File: config.mk
export PLATFORM = sky130hd
export DESIGN_NAME = vga_timing_gen
export DESIGN_NICKNAME = d
export VERILOG_FILES = /design/src/rtl/vga_timing_gen.sv
export SDC_FILE = /design/constraint.sdc
export NUM_CORES = 1
export LEC_CHECK = 0
export BUFFER_PORTS_ARGS = -buffer_cell sky130_fd_sc_hd__buf_2
export CAP_MARGIN = 40
export CORE_UTILIZATION = 48
export DETAILED_ROUTE_END_ITERATION = 12
export PLACE_DENSITY_LB_ADDON = 0.12
export SETUP_SLACK_MARGIN = 0.4
export SYNTH_ARGS = -nofsm -noshare
export SYNTH_HDL_FRONTEND = slang
export SYNTH_SLANG_ARGS = --single-unit
File: constraint.sdc
create_clock -name clk -period 2.14 [get_ports clk]
set_input_delay 0.214 -clock clk [delete_from_list [all_inputs] [get_ports clk]]
set_output_delay 0.214 -clock clk [all_outputs]
set_load 0.05 [all_outputs]
File: src/rtl/vga_timing_gen.sv
// -----------------------------------------------------------------------------
// vga_timing_gen
//
// Purpose:
//   Raster timing generator for the VGA renderer. Walks a pixel/line position
//   one pixel per clock and produces the sync, blanking and strobe signals the
//   pixel-colour logic needs. A frame counter lets animation logic step once
//   per frame. The default geometry is 640x480 @ 60 Hz with a 25.175/25.2 MHz
//   pixel clock.
//
// Ports:
//   clk          in   1   pixel clock, all logic on the rising edge
//   reset        in   1   synchronous, active-high reset
//   hsync        out  1   horizontal sync, active level = !SYNC_NEG
//   vsync        out  1   vertical sync, active level = !SYNC_NEG
//   display_on   out  1   (hpos,vpos) lies inside the visible area
//   hpos         out  10  current column, 0..H_TOTAL-1
//   vpos         out  10  current line, 0..V_TOTAL-1
//   line_start   out  1   high for the single cycle where hpos==0
//   frame_start  out  1   high for the single cycle where hpos==0 and vpos==0
//   vblank       out  1   high while vpos >= V_DISPLAY
//   frame_count  out  8   completed-frame counter, wraps 255->0
// -----------------------------------------------------------------------------
module vga_timing_gen #(
   parameter int H_DISPLAY = 640,
   parameter int H_FRONT   = 16,
   parameter int H_SYNC    = 96,
   parameter int H_BACK    = 48,
   parameter int V_DISPLAY = 480,
   parameter int V_FRONT   = 10,
   parameter int V_SYNC    = 2,
   parameter int V_BACK    = 33,
   parameter int SYNC_NEG  = 1
) (
   input  logic       clk,
   input  logic       reset,
   output logic       hsync,
   output logic       vsync,
   output logic       display_on,
   output logic [9:0] hpos,
   output logic [9:0] vpos,
   output logic       line_start,
   output logic       frame_start,
   output logic       vblank,
   output logic [7:0] frame_count
);

   localparam int H_TOTAL = H_DISPLAY + H_FRONT + H_SYNC + H_BACK;
   localparam int V_TOTAL = V_DISPLAY + V_FRONT + V_SYNC + V_BACK;

   // Positions are 10 bits wide, so neither total may exceed 1024.
   generate
      if ((H_TOTAL > 1024) || (V_TOTAL > 1024)) begin : gBadTotal
         $error("vga_timing_gen: H_TOTAL and V_TOTAL must both be <= 1024");
      end
   endgenerate

   localparam logic [9:0] H_LAST = 10'(H_TOTAL - 1);
   localparam logic [9:0] V_LAST = 10'(V_TOTAL - 1);

   // Region boundaries are 11 bits so an end boundary equal to 1024 still
   // compares correctly against a zero-extended 10-bit position.
   localparam logic [10:0] H_VIS_END  = 11'(H_DISPLAY);
   localparam logic [10:0] HS_BEGIN   = 11'(H_DISPLAY + H_FRONT);
   localparam logic [10:0] HS_END     = 11'(H_DISPLAY + H_FRONT + H_SYNC);
   localparam logic [10:0] V_VIS_END  = 11'(V_DISPLAY);
   localparam logic [10:0] VS_BEGIN   = 11'(V_DISPLAY + V_FRONT);
   localparam logic [10:0] VS_END     = 11'(V_DISPLAY + V_FRONT + V_SYNC);

   localparam logic SYNC_ACT = (SYNC_NEG == 0);

   logic [9:0] hpos_q, hpos_d;
   logic [9:0] vpos_q, vpos_d;
   logic [7:0] frame_count_q, frame_count_d;
   logic       hsync_q, hsync_d;
   logic       vsync_q, vsync_d;
   logic       display_on_q, display_on_d;
   logic       line_start_q, line_start_d;
   logic       frame_start_q, frame_start_d;
   logic       vblank_q, vblank_d;
   logic [10:0] hExt, vExt;

   // Position counters and frame counter. The frame counter steps on the same
   // edge on which the raster wraps to (0,0), so its new value is visible
   // together with frame_start.
   always_comb begin
      hpos_d        = hpos_q + 10'd1;
      vpos_d        = vpos_q;
      frame_count_d = frame_count_q;
      if (hpos_q == H_LAST) begin
         hpos_d = '0;
         if (vpos_q == V_LAST) begin
            vpos_d        = '0;
            frame_count_d = frame_count_q + 8'd1;
         end else begin
            vpos_d = vpos_q + 10'd1;
         end
      end
   end

   // All sync/strobe outputs are decoded from the *next* position and then
   // registered alongside it, so every output register describes the same
   // (hpos,vpos) pair in the same cycle with no pipeline skew.
   always_comb begin
      hExt          = {1'b0, hpos_d};
      vExt          = {1'b0, vpos_d};
      hsync_d       = ((hExt >= HS_BEGIN) && (hExt < HS_END)) ? SYNC_ACT : ~SYNC_ACT;
      vsync_d       = ((vExt >= VS_BEGIN) && (vExt < VS_END)) ? SYNC_ACT : ~SYNC_ACT;
      display_on_d  = (hExt < H_VIS_END) && (vExt < V_VIS_END);
      vblank_d      = (vExt >= V_VIS_END);
      line_start_d  = (hpos_d == '0);
      frame_start_d = (hpos_d == '0) && (vpos_d == '0);
   end

   // State register. Reset forces every output to describe position (0,0),
   // which is why the strobes and display_on are high during reset; any sync
   // pulse in progress is cut off on the same edge.
   always_ff @(posedge clk) begin
      if (reset) begin
         hpos_q        <= '0;
         vpos_q        <= '0;
         frame_count_q <= '0;
         hsync_q       <= ~SYNC_ACT;
         vsync_q       <= ~SYNC_ACT;
         display_on_q  <= 1'b1;
         vblank_q      <= 1'b0;
         line_start_q  <= 1'b1;
         frame_start_q <= 1'b1;
      end else begin
         hpos_q        <= hpos_d;
         vpos_q        <= vpos_d;
         frame_count_q <= frame_count_d;
         hsync_q       <= hsync_d;
         vsync_q       <= vsync_d;
         display_on_q  <= display_on_d;
         vblank_q      <= vblank_d;
         line_start_q  <= line_start_d;
         frame_start_q <= frame_start_d;
      end
   end

   assign hpos        = hpos_q;
   assign vpos        = vpos_q;
   assign frame_count = frame_count_q;
   assign hsync       = hsync_q;
   assign vsync       = vsync_q;
   assign display_on  = display_on_q;
   assign vblank      = vblank_q;
   assign line_start  = line_start_q;
   assign frame_start = frame_start_q;

endmodule

Yosys cells after proc, flatten, opt, wreduce, memory -nomap -nowiden
Cells that the tools add are included.

Register bits: 34. Output and inout bits: 34. Word-level logic and storage cells: 33.

Add/subtract/negate cells: 3. Magnitude comparators: 7. Equality and inequality tests: 2. Mux-type cells: 5. Reductions and logical operators: 7.

Operators by type and width (number): 2-to-1 mux 10 bit (3); adder 10 x 1 -> 10 bit, second input constant (2); equality test 10 bit, second input constant (2); greater-or-equal comparator 10 x 9 -> 1 bit, second input constant (2); zero test 10 bit (2); less-than comparator 10 bit, second input constant (2); less-than comparator 10 x 9 -> 1 bit, second input constant (2); greater-or-equal comparator 10 bit, second input constant (1); adder 8 x 1 -> 8 bit, second input constant (1); logical AND 1 bit (4); 2-to-1 mux 1 bit (2); AND reduction 2 bit (1).

Logic depth before layout (Yosys ltp)
Depth after elaboration: 6. Gate-level depth with buffers: 11. Mapped depth without buffers: 8.

Worst setup path before layout
OpenSTA, ideal clock, no wires.

Path type: flip-flop to flip-flop. From: register hpos_q[0] (netlist: hpos[0]). To: register display_on_q (netlist: display_on). Arrival time: 2.423 ns. Data required time: 2.026 ns. Setup slack: -0.397 ns. Stages on the path, launching flop included: 10. Clock period less this slack: 2.537 ns. Path through: dfxtp_1 ha_1 and4_1 buf_2 and3_1 buf_4 nand4_1 xor2_1 o31a_1 a21o_1.

Longest elaborated chain between the ends: 4. Elaborated cells between the ends (all ways): 7.

Ends and longest elaborated chain: start: declaration (RTL line 72) `logic [9:0] hpos_q, hpos_d;`; start signal: assignment (RTL line 130) `hpos_q <= hpos_d;`; adder 10 x 1 -> 10 bit / equality test 10 bit (equally long branches) (RTL line 87, 90); 2-to-1 mux 10 bit (RTL line 90) `if (hpos_q == H_LAST) begin`; less-than comparator 10 bit / less-than comparator 10 x 9 -> 1 bit (equally long branches) (RTL line 109) `display_on_d = (hExt < H_VIS_END) && (vExt < V_VIS_END);`; logical AND 1 bit * (RTL line 109); end signal: assignment (RTL line 135) `display_on_q <= display_on_d;`; end: declaration (RTL line 77) `logic display_on_q, display_on_d;`.

Mark *: on every way between the ends. The rest lies on a longest branch, timed or not. A chain may end at the register's enable or synchronous reset.

Final worst setup path
From: register hpos_q[5] (netlist: hpos[5]). To: register frame_start_q (netlist: frame_start).

Longest elaborated chain between the ends: 4. Elaborated cells between the ends (all ways): 7.

Ends and longest elaborated chain: adder 10 x 1 -> 10 bit / equality test 10 bit (equally long branches) (RTL line 87, 90); 2-to-1 mux 10 bit (RTL line 90); zero test 10 bit (RTL line 112) `frame_start_d = (hpos_d == '0) && (vpos_d == '0);`; logical AND 1 bit * (RTL line 112); end signal: assignment (RTL line 138) `frame_start_q <= frame_start_d;`; end: declaration (RTL line 79) `logic frame_start_q, frame_start_d;`.

Marked as above.

==> run_results.csv <==
group,metric,value,unit
sta,final_critical_path_setup_slack,0.148,ns
worst_setup_path,ff2ff_setup_slack,0.15,ns
synthesis,synth.yosys.seq_area_share,39.4,%
worst_setup_path,crit_path_start,"hpos[5]",
layout,synthToLayoutAreaGrowth,38.4,%
placed_design,placement.cell_area,2050,sq um
synthesis,synth_largest_area_cell,"sky130_fd_sc_hd__dfxtp_1",
worst_setup_path,cp_data_arrival_time,2.27,ns
worst_setup_path,worst-r2r-cell-count,7,
synthesis,async_flop_share,0,%
sta,worst_clock_skew,0.0183,ns
route,detailedRoute.firstIterationViolations,149,
placed_design,dp_worst_setup_slack,0.0772,ns
pwr,max-vdd-ir-drop,0.000287,V
route,total_vias_in_the_final_route,1767,
global_routing,groute.usage.overall,24.9,%
floorplanning,die-area,3840,sq um
clock_network,cts-root-buf,"sky130_fd_sc_hd__clkbuf_4",
floorplanning,floorplan.die.height,62,microns
clock_network,cts_max_level,2,
global_routing,grt_max_degree,32,
layout,sequential_cell_area,713,sq um
synthesis,netlist_top_cells_area,"sky130_fd_sc_hd__dfxtp_1 39%, sky130_fd_sc_hd__nor2_1 6.1%, sky130_fd_sc_hd__xor2_1 5.1%",
layout,area_taken_by_multi_input_logic_gates,1130,sq um
run,max_cap_viol_count,0,
route,drt-wirelength-per-cell,15.3,microns
floorplanning,initial_core_util,51.0,%
sta,totalNegativeSetupSlack,0,ns
synthesis,synthDominantCellAreaShare,39.4,%
worst_setup_path,crit_cells,7,
worst_setup_path,critical_path.reg2reg.startpoint,"hpos[5]",
clock_network,cts-buffers-inserted,5,
worst_setup_path,setup.worst_path.class,"register to register",
worst_setup_path,critPathCapture,"frame_start",
sta,setup_repair_after_global_routing_missed_its_margin,"yes",
global_routing,antenna_violations_before_repair,0,
global_routing,global_route_wire_length_before_repair,6880,microns
worst_setup_path,critical-path-slowest-cell,"sky130_fd_sc_hd__dfxtp_4",
worst_setup_path,critPathTopFamily,"simple AND/OR/NAND/NOR gates",
placed_design,place.gp.congestion,0.939,
layout,layout.filler_cells,274,
global_routing,gr-total-overflow,0,
route,drt-pass1-iter-count,4,
clock_network,path_clk_slew,0.11,ns
sta,maxClockFrequency,502,MHz
synthesis,syn_inst,204,
layout,antenna_diode_count,0,
synthesis,number_of_enable_type_register_cells_in_the_synthesized_netlist,0,
sta,timing.slew.headroom,59.9,%
worst_setup_path,worst-endpoint-required,2.41,ns
layout,final_cell_area,2390,sq um
floorplanning,coreArea,3390,sq um
clock_network,clock_tree.buffer_depth,2,
sta,post-route-min-period,1.99,ns
sta,final-max-slew-violation-count,0,
clock_network,clkLatencyLatePin,0.37,ns
floorplanning,die_outline_width,62,microns
synthesis,ys_ff_latch,34,
worst_setup_path,timing.critical_path.cells,"nor4b_4, buf_4, nand3_1, a211oi_2, a31oi_1, nand4b_1, o41ai_2",
sta,worstMarginPinSlew,0.601,ns
status,status,"finished clean",
layout,net_count_of_the_finished_layout,272,
placed_design,buffer_ports.inserted,35,
placed_design,detailed_place_hpwl,3040,microns
synthesis,yosys_warnings,0,
pwr,p_leak,1.03,nW
global_routing,grt_pass1_vias,1503,
clock_network,hold_buffers,0,
placed_design,place_inst,284,
layout,layout-drive-gt1-share,47.2,%
layout,leading_cell_type_in_the_layout_fill_and_taps_excluded,"sky130_fd_sc_hd__buf_2",
route,routed_wl,4800,microns
layout,finalNonFillerCells,313,
pwr,power.density,447,nW/um^2
clock_network,clock_sinks,34,
sta,report.final.hold_viol_count,0,
floorplanning,ports_placed_on_the_boundary,36,
worst_setup_path,reg2reg_to,"frame_start",
worst_hold_path,hold_removal_path_class,"input pin to register",
route,drc_errors,0,
synthesis,synth_ff_type,"sky130_fd_sc_hd__dfxtp_1",
route,drt-vias-per-instance,5.65,
worst_setup_path,startpoint_type,"register",
worst_setup_path,category_of_the_worst_setup_path_capture_point,"register",
synthesis,syn_nets,210,
synthesis,post_synth_num_cell_types,42,
worst_setup_path,worst_path_largest_cell_delay,0.39,ns
route,route.antenna.remaining_nets,0,
sta,setup-violations-final,0,
synthesis,mappedNetlistArea,1730,sq um
worst_setup_path,critPathBufInv,1,
floorplanning,fp-row-count,21,
synthesis,synth_area_per_cell,8.47,sq um
layout,mostFrequentLayoutCells,"35 x sky130_fd_sc_hd__buf_2, 28 x sky130_fd_sc_hd__buf_4, 26 x sky130_fd_sc_hd__nor2_1",
clock_network,cts_tree,"done",
worst_setup_path,worstPathMaxFanout,7,
sta,layout_worst_path_cycle_share,93.1,%
-- synthesized netlist by cell type (2+ instances only) --
library cell and count:
sky130_fd_sc_hd__o31a_1 2, sky130_fd_sc_hd__nand2b_1 3, sky130_fd_sc_hd__and4_1 3, sky130_fd_sc_hd__dfxtp_1 34, sky130_fd_sc_hd__inv_1 4, sky130_fd_sc_hd__buf_2 3
sky130_fd_sc_hd__a22oi_1 2, sky130_fd_sc_hd__o31ai_1 2, sky130_fd_sc_hd__and2_1 3, sky130_fd_sc_hd__nand4_1 7, sky130_fd_sc_hd__nor2b_1 3, sky130_fd_sc_hd__a211oi_1 2
sky130_fd_sc_hd__and3_1 7, sky130_fd_sc_hd__nand2_1 18, sky130_fd_sc_hd__clkbuf_1 4, sky130_fd_sc_hd__nand3_1 10, sky130_fd_sc_hd__nor4_1 2, sky130_fd_sc_hd__xor2_1 10
sky130_fd_sc_hd__o21ai_0 7, sky130_fd_sc_hd__nand4b_1 2, sky130_fd_sc_hd__buf_4 3, sky130_fd_sc_hd__xnor2_1 9, sky130_fd_sc_hd__nor3_1 8, sky130_fd_sc_hd__a21oi_1 7
sky130_fd_sc_hd__nor2_1 28, sky130_fd_sc_hd__ha_1 4, sky130_fd_sc_hd__buf_6 2
-- what timing repair did --
item,in CTS,in global routing
setup endpoints to repair,19,22
hold endpoints to repair,0,0
pin swaps,9,13
resized for setup,10,25
setup buffers,12,9
-- kinds of logic (layout without fill, tap and decap cells) --
| kind of cell | Yosys count | count (layout) | synth area share (%) |
|---|---|---|---|
| AOI/OAI and AO/OA | 28 | 28 | 10.9 |
| buffers and inverters | 16 | 79 | 5.21 |
| muxes | 2 | 2 | 1.23 |
| adders and majority gates | 4 | 4 | 2.90 |
| DFF | 34 | 34 | 39.4 |
| xor gates and xnor gates | 19 | 19 | 9.63 |
| and+or+nand+nor | 101 | 101 | 30.7 |
-- power by group --
part	total [W]	internal, W	switching [W]
clock network	0.000358	0.000131	0.000227
logic	0.0000684	0.0000203	0.0000481
registers	0.000644	0.000637	0.00000700
total	0.00107	0.000788	0.000282
-- worst min-delay path by stage --
stage,start,end,slack [ns],cells past startpoint
global placement,hpos[0],hpos[0],0.45,1
finish,reset,vpos[2],0.33,2
CTS,reset,hpos[9],0.33,2
detailed placement,hpos[0],hpos[0],0.47,1
floorplan,reset,hsync,0.32,2
global route,reset,vpos[2],0.35,2
-- sequential cells by signal (all words and copies together), names as in the netlist --
signal / cells
hpos: 10
frame_start: 1
vblank: 1
line_start: 1
frame_count: 8
display_on: 1
vsync: 1
vpos: 10
hsync: 1
-- routing by layer --
layer / GRT usage, % / up-vias / part of all wire [%]
met2: 39.8 / 77 / 49
met1: 30.0 / 837 / 41
li1: - / 833 / -
met3: 7.66 / 20 / 6.4
met5: 0 / - / 0
met4: 12.7 / 0 / 3.4
-- layout make-up --
cell class	instances	share of cell area [%]
clock buffers	8	2.04
multi-input cells	154	47.1
well taps	46	2.41
inverters	4	0.628
flip-flops and latches	34	29.8
repair buffers	67	18.0
-- metrics by stage --
step                hold WS [ns]  utilization (%)  power (W)
global route               0.345             70.5    0.00111
CTS                        0.328             65.3    0.00106
global placement           0.450             60.4   0.000716
finish                     0.329             70.5    0.00107
floorplan                  0.320                -   0.000704
detailed placement         0.465             60.4   0.000719
Power figures use the tool's default switching activity.
